## src/rtl/adder_pkg.sv

```systemverilog
// Shared definitions for the ripple-carry adder datapath: FSM state encoding
// and the default operand width.
package adder_pkg;

    localparam int DEFAULT_SIZE = 4;

    typedef enum logic [1:0] {
        IDLE  = 2'd0,
        ACCUM = 2'd1,
        HOLD  = 2'd2
    } state_t;

endpackage

```

## src/rtl/rca_cout_chain.sv

```systemverilog
// SIZE-bit ripple chain of full adders with carry-in tied low and the final
// carry exposed. Purely combinational.
module rca_cout_chain #(
    parameter int SIZE = 4
) (
    input  logic [SIZE-1:0] a,
    input  logic [SIZE-1:0] b,
    output logic [SIZE-1:0] sum,
    output logic            cout
);

    logic [SIZE:0] carry;

    assign carry[0] = 1'b0;

    generate
        for (genvar gi = 0; gi < SIZE; gi++) begin : g_fa
            assign sum[gi]     = a[gi] ^ b[gi] ^ carry[gi];
            assign carry[gi+1] = (a[gi] & b[gi]) | (carry[gi] & (a[gi] ^ b[gi]));
        end
    endgenerate

    assign cout = carry[SIZE];

endmodule

```

## src/rtl/rca_burst_accumulator.sv

```systemverilog
// Sums BURST handshaked operands through a ripple-carry chain and presents the
// sum plus a sticky carry flag downstream. Define ADDER_SAT_EN to saturate.
module rca_burst_accumulator
    import adder_pkg::*;
#(
    parameter int SIZE  = DEFAULT_SIZE,
    parameter int BURST = 4
) (
    input  logic            clk,
    input  logic            rst,
    input  logic            in_valid,
    output logic            in_ready,
    input  logic [SIZE-1:0] in_data,
    output logic            out_valid,
    input  logic            out_ready,
    output logic [SIZE-1:0] out_sum,
    output logic            out_carry
);

    localparam int CNT_W = $clog2(BURST + 1);

    state_t           state_reg, state_next;
    logic [SIZE-1:0]  acc_reg, acc_next;
    logic [CNT_W-1:0] cnt_reg, cnt_next;
    logic             ovf_reg, ovf_next;

    logic [SIZE-1:0]  add_sum;
    logic [SIZE-1:0]  add_res;
    logic             add_cout;
    logic             accept;
    logic             transfer;
    logic             last_op;

    rca_cout_chain #(.SIZE(SIZE)) u_chain (
        .a    (acc_reg),
        .b    (in_data),
        .sum  (add_sum),
        .cout (add_cout)
    );

`ifdef ADDER_SAT_EN
    // Once pinned at all-ones any further nonzero operand carries out again,
    // so the accumulator stays saturated for the rest of the burst.
    assign add_res = add_cout ? {SIZE{1'b1}} : add_sum;
`else
    assign add_res = add_sum;
`endif

    assign in_ready  = (state_reg != HOLD);
    assign out_valid = (state_reg == HOLD);
    assign out_sum   = out_valid ? acc_reg : '0;
    assign out_carry = out_valid & ovf_reg;

    assign accept   = in_valid && in_ready;
    assign transfer = out_valid && out_ready;
    assign last_op  = ((cnt_reg + CNT_W'(1)) == CNT_W'(BURST));

    always_ff @(posedge clk or posedge rst) begin
        if (rst) begin
            state_reg <= IDLE;
            acc_reg   <= '0;
            cnt_reg   <= '0;
            ovf_reg   <= 1'b0;
        end else begin
            state_reg <= state_next;
            acc_reg   <= acc_next;
            cnt_reg   <= cnt_next;
            ovf_reg   <= ovf_next;
        end
    end

    always_comb begin
        state_next = state_reg;
        acc_next   = acc_reg;
        cnt_next   = cnt_reg;
        ovf_next   = ovf_reg;
        case (state_reg)
            IDLE: begin
                if (accept) begin
                    acc_next   = in_data;
                    ovf_next   = 1'b0;
                    cnt_next   = CNT_W'(1);
                    state_next = (BURST == 1) ? HOLD : ACCUM;
                end
            end
            ACCUM: begin
                if (accept) begin
                    acc_next = add_res;
                    ovf_next = ovf_reg | add_cout;
                    cnt_next = cnt_reg + CNT_W'(1);
                    if (last_op) begin
                        state_next = HOLD;
                    end
                end
            end
            HOLD: begin
                if (transfer) begin
                    state_next = IDLE;
                    acc_next   = '0;
                    cnt_next   = '0;
                    ovf_next   = 1'b0;
                end
            end
            default: begin
                state_next = IDLE;
                acc_next   = '0;
                cnt_next   = '0;
                ovf_next   = 1'b0;
            end
        endcase
    end

endmodule

```

## config.mk

```make
export PLATFORM = sky130hd
export DESIGN_NAME = rca_burst_accumulator
export DESIGN_NICKNAME = d
export VERILOG_FILES = /design/src/rtl/adder_pkg.sv /design/src/rtl/rca_cout_chain.sv /design/src/rtl/rca_burst_accumulator.sv
export SDC_FILE = /design/constraint.sdc
export NUM_CORES = 1
export LEC_CHECK = 0
export CAP_MARGIN = 10
export CORE_ASPECT_RATIO = 1.2
export CORE_MARGIN = 5
export CORE_UTILIZATION = 34
export DETAILED_ROUTE_END_ITERATION = 12
export PLACE_DENSITY = 0.58
export REMOVE_ABC_BUFFERS = 1
export SLEW_MARGIN = 25
export SYNTH_ARGS = -nofsm -noshare
export SYNTH_HDL_FRONTEND = slang
export SYNTH_HIERARCHICAL = 1
export SYNTH_SLANG_ARGS = --single-unit
```

## constraint.sdc

```tcl
create_clock -name clk -period 3.25 [get_ports clk]
set_clock_uncertainty 0.1 [all_clocks]
set_input_delay 0.65 -clock clk [delete_from_list [all_inputs] [get_ports clk]]
set_output_delay 0.65 -clock clk [all_outputs]
set_load 0.005 [all_outputs]
```

# Word level (Yosys, flattened, before mapping)
# Cells that the tools add are included.
[word_totals]
regBits = 10
wordCells = 55
[op_classes]
addsub = 1
n_eq_ne = 8
n_mux = 18
n_bitwise = 19
reduce_logical = 5
[ops]
columns = ["operator", "count"]
rows = [
  ["$mux 4", 4],
  ["$pmux 4 s3", 1],
  ["$mux 3", 3],
  ["$pmux 3 s3", 1],
  ["$and 1x1->1", 8],
  ["$mux 2", 4],
  ["$ne 2x2->1 const B", 4],
  ["$xor 1x1->1", 7],
  ["$pmux 2 s3", 1],
  ["$or 1x1->1", 4],
  ["$reduce_and 4->1", 1],
  ["$add 3x1->3 const B", 1],
  ["$eq 3x3->1 const B", 1],
  ["$mux 1", 3],
  ["$pmux 1 s3", 1],
  ["$reduce_and 3->1", 1],
  ["$eq 2x1->1 const B", 1],
  ["$eq 2x2->1 const B", 1],
  ["$logic_and 1x1->1", 2],
  ["$logic_not 2->1", 1],
  ["$ne 2x1->1 const B", 1],
]

# Longest topological paths before layout
[depth]
ltp_word = 10
mapped_depth = 11
mapped_depth_nobuf = 11

# Cells and area by module
# The synthesis kept the hierarchy.
[by_module_without_submodules]
columns = ["module", "instances", "cells_per_inst", "area_per_inst_um2", "seq_area_each_um2"]
rows = [
  ["rca_burst_accumulator", 1, 55, 584.3, 250.2],
  ["rca_cout_chain", 1, 14, 110.1, 0.0],
]

# Worst setup path after synthesis
# OpenSTA, ideal clock, no wires.
[synth_path]
path_type = "input to register"
startpoint = "input in_data[0]"
endpoint = "register acc_reg[3]"
setup_time_ns = 0.118
arrival_time_ns = 2.206
slack_ns = 0.826
path_stages = 11
cell_sequence = "ha_1 inv_1 fa_1 inv_1 fa_1 inv_1 fa_1 inv_1 mux2i_1 nor3_1 a21o_1"
[synth_between]
elab_chain_len = 8
[synth_rtl]
columns = ["element", "line_no", "source"]
rows = [
  ["from (decl)", "rca_burst_accumulator.sv:13", "input logic [SIZE-1:0] in_data,"],
  ["$and 1x1->1 (2 in a row)", "rca_cout_chain.sv:19", "assign carry[gi+1] = (a[gi] & b[gi]) | (carry[gi] & (a[gi] ^ b[gi]));"],
  ["$or 1x1->1", "rca_cout_chain.sv:19", ""],
  ["$and 1x1->1", "rca_cout_chain.sv:19", ""],
  ["$or 1x1->1", "rca_cout_chain.sv:19", ""],
  ["$xor 1x1->1", "rca_cout_chain.sv:18", "assign sum[gi] = a[gi] ^ b[gi] ^ carry[gi];"],
  ["net add_res[3]", "rca_burst_accumulator.sv:28", "logic [SIZE-1:0] add_res;"],
  ["$mux 4", "rca_burst_accumulator.sv:87", "if (accept) begin"],
  ["$pmux 4 s3", "rca_burst_accumulator.sv:77", "case (state_reg)"],
  ["to (signal assigned)", "rca_burst_accumulator.sv:66", "acc_reg <= acc_next;"],
  ["to (decl)", "rca_burst_accumulator.sv:23", "logic [SIZE-1:0] acc_reg, acc_next;"],
]
# The timed path passes the listed nets, and every way through them passes these cells. The select of a mux whose other input is x is not followed.
# A chain may end at the register's enable or synchronous reset.

# Worst setup path after layout
# Same ends and word-level chain as after synthesis.

==> impl_metrics.py <==
metrics = {
    "outcome": {
        "status": "finished clean",
    },
    "grt": {
        "grt_pass1_vias": 526,
        "grt_overflow": 0,
        "antenna_found_initial": 0,
        "globalRouteTotalUtil": 0.107,
        "grt_pass1_wl_mm": 2.34,
        "grt_start_max_net_pins": 12,
    },
    "clock_tree": {
        "clock-sinks": 10,
        "root_buffer": "clkbuf_4",
        "path_clk_slew_ps": 70,
        "clk_path_buf_depth": 2,
        "cts_tree": "done",
        "cts_resized": 0,
        "cts_buffers": 3,
        "postCtsSetupBuffers": 0,
        "clock_latency_ps": 270,
        "cts-hold-fix-buffers": 0,
        "h-tree-depth": 1,
    },
    "power_and_ir_drop": {
        "powerDensity_nw_per_um2": 713,
        "clkPwrFrac": 0.183,
        "swShare": 0.373,
        "total_power_mw": 0.622,
        "intPower_mw": 0.390,
        "leakagePower_nw": 0.442,
        "combPwrFrac": 0.412,
        "ir_drop_mv": 0.250,
        "p_seq_frac": 0.405,
        "switchingPower_mw": 0.232,
    },
    "die": {
        "die_w_um": 51.3,
        "rows": 18,
        "start_util": 0.346,
        "io_pins": 15,
        "die_y_um": 59.5,
        "dieArea_um2": 3050,
        "core_um2": 2000,
    },
    "setup_path": {
        "critical_path_class": "input pin to flip-flop",
        "reg2reg_depth": 11,
        "cp-startpoint": "in_data[0]",
        "path_cells": "clkdlybuf4s50_1 > ha_1 > inv_1 > fa_1 > inv_1 > fa_1 > inv_1 > fa_1 > inv_1 > mux2i_1 > nor3_1 > a21o_1",
        "critPathBufInv": 5,
        "cp_slowest_cell": "clkdlybuf4s50_1",
        "path_depth": 12,
        "cp_common_cell": "inv_1",
        "reg2reg_to": "acc_reg[3]",
        "critPathMaxFanout": 2,
        "cpLargestDelayFamily": "adder cells",
        "cpPeakStageDelay_ps": 480,
        "cp_data_required_time_ps": 3310,
        "r2r_slack_ps": 970,
        "endpoint_kind": "flip-flop",
        "crit_end": "acc_reg[3]",
        "start_kind": "input pin",
        "r2r_start": "acc_reg[0]",
        "crit_arrival_ps": 2840,
    },
    "synth": {
        "avgSynthCellArea_um2": 10.1,
        "synth_top_area_cell": "dfrtp_1",
        "synth_area_um2": 694,
        "synth_cells": 69,
        "synth_area_leaders": "dfrtp_1 (36%), fa_1 (8.6%), mux2i_1 (7.2%)",
        "synth-async-reset-ratio": 1.00,
        "synthFlopType": "dfrtp_1",
        "synth_top_area_frac": 0.360,
        "yosysSeqAreaShare": 0.360,
        "yosys_warnings": 6,
        "synth-edff-count": 0,
        "yosys.cell_count.top_type": "inv_1",
        "synth_cell_type_count": 28,
        "ys_seq_elements": 10,
        "yosys-top-cells-count": "inv_1 (12), dfrtp_1 (10), and2_1 (5), mux2i_1 (5), a21o_1 (4)",
    },
    "finish": {
        "antenna_cells": 0,
        "multi_input_area_um2": 375,
        "fillers": 202,
        "layout.nets": 99,
        "finalInstanceArea_um2": 872,
        "synthToLayoutAreaGrowth_pct": 25.6,
        "drive_gt1_frac": 0.0595,
        "seq_area_um2": 250,
        "largest_reg_flops": 4,
    },
    "timing": {
        "finalSetupTns_ps": 0,
        "post-route-period-util": 0.852,
        "setup_slack_ps": 479,
        "tightest_slew_ps": 503,
        "setup_viol": 0,
        "timing.slew.headroom": 0.665,
        "slew_violations": 0,
        "finalHoldViolations": 0,
        "fmax_ghz": 0.361,
        "rsz0062_at_grt": "false",
        "period_minus_slack_ps": 2770,
    },
    "routing": {
        "routed_wl_mm": 1.35,
        "ant_nets": 0,
        "dr.first_iter.drc_count": 7,
        "vias": 523,
        "viasPerCell": 5.03,
        "dr.pass1.iters": 4,
        "route.detailed.drc": 0,
        "wl_per_cell_um": 13.0,
    },
    "place": {
        "port_buffers": 14,
        "placed_cell_area_um2": 836,
        "place.gp.congestion": 0.773,
        "dp_slack_ps": 183,
        "dp_hpwl_mm": 1.05,
    },
    "job": {
        "maxCapViolations": 0,
    },
    "min_path": {
        "hold_path_class": "flip-flop to flip-flop",
    },
}
[final cells by class]
class / count / area share
repair buffers: 14 / 0.161
multi-input cells: 44 / 0.430
clock buffers: 4 / 0.0416
well taps: 20 / 0.0287
flip-flops and latches: 10 / 0.287
inverters: 12 / 0.0516
[cell families after synthesis]
logic type	Yosys count	synth area share
buf+inv	15	0.0991
fa+ha+maj	6	0.141
flops	10	0.360
xor+xnor	1	0.0126
mux	5	0.0721
compound gates	14	0.144
simple gates	18	0.171
[tightest hold or removal path: stages, from the launching register on]
cell     delay (ps)
dfrtp_1         350
nand2_1          50
o31ai_1          60
[power by group through the flow]
stage / registers (mW) / logic (mW) / clock network (mW)
after floorplan: 0.239 / 0.207 / 0
after global placement: 0.255 / 0.255 / 0
after detailed placement: 0.256 / 0.260 / 0
after CTS: 0.253 / 0.261 / 0.119
after global routing: 0.265 / 0.301 / 0.122
final: 0.252 / 0.256 / 0.113
[worst min-delay path by stage]
stage,startpoint,end,cells past startpoint
floorplan,ovf_reg,ovf_reg,2
global placement,ovf_reg,ovf_reg,2
detailed placement,ovf_reg,ovf_reg,2
CTS,ovf_reg,ovf_reg,2
global route,acc_reg[1],acc_reg[1],1
finish,ovf_reg,ovf_reg,2
[layer usage]
metal  vias up  share of wire  global-route usage
met3         2          0.054              0.0277
met1       248           0.41               0.111
met5         -              0                   0
met4         0          0.013              0.0562
met2        12           0.52               0.195
li1        261              -                   -
[through the flow]
stage	utilization	std cells	hold WS, ps
final	0.435	104	395
after global routing	0.435	104	444
after CTS	0.435	104	398
after detailed placement	0.417	100	383
after global placement	0.417	100	380
after floorplan	-	66	363
[layout by cell type (no fill, tap or decap)]
master and n:
a211oi_1 1, a21o_1 4, a21oi_1 1, a41oi_1 1, and2_1 5, clkbuf_4 3
clkbuf_8 1, clkdlybuf4s50_1 14, dfrtp_1 10, fa_1 3, ha_1 3, inv_1 12
mux2i_1 5, nand2_1 1, nand2b_1 3, nand3_1 1, nor2_1 1, nor2b_1 2
nor3_1 2, nor3b_4 1, nor4b_1 1, o21ai_0 2, o21bai_1 1, o22ai_1 1
o2bb2ai_1 2, o31ai_1 1, or2_0 1, xor2_1 1
Note: power is estimated with default switching activity, not from simulation.
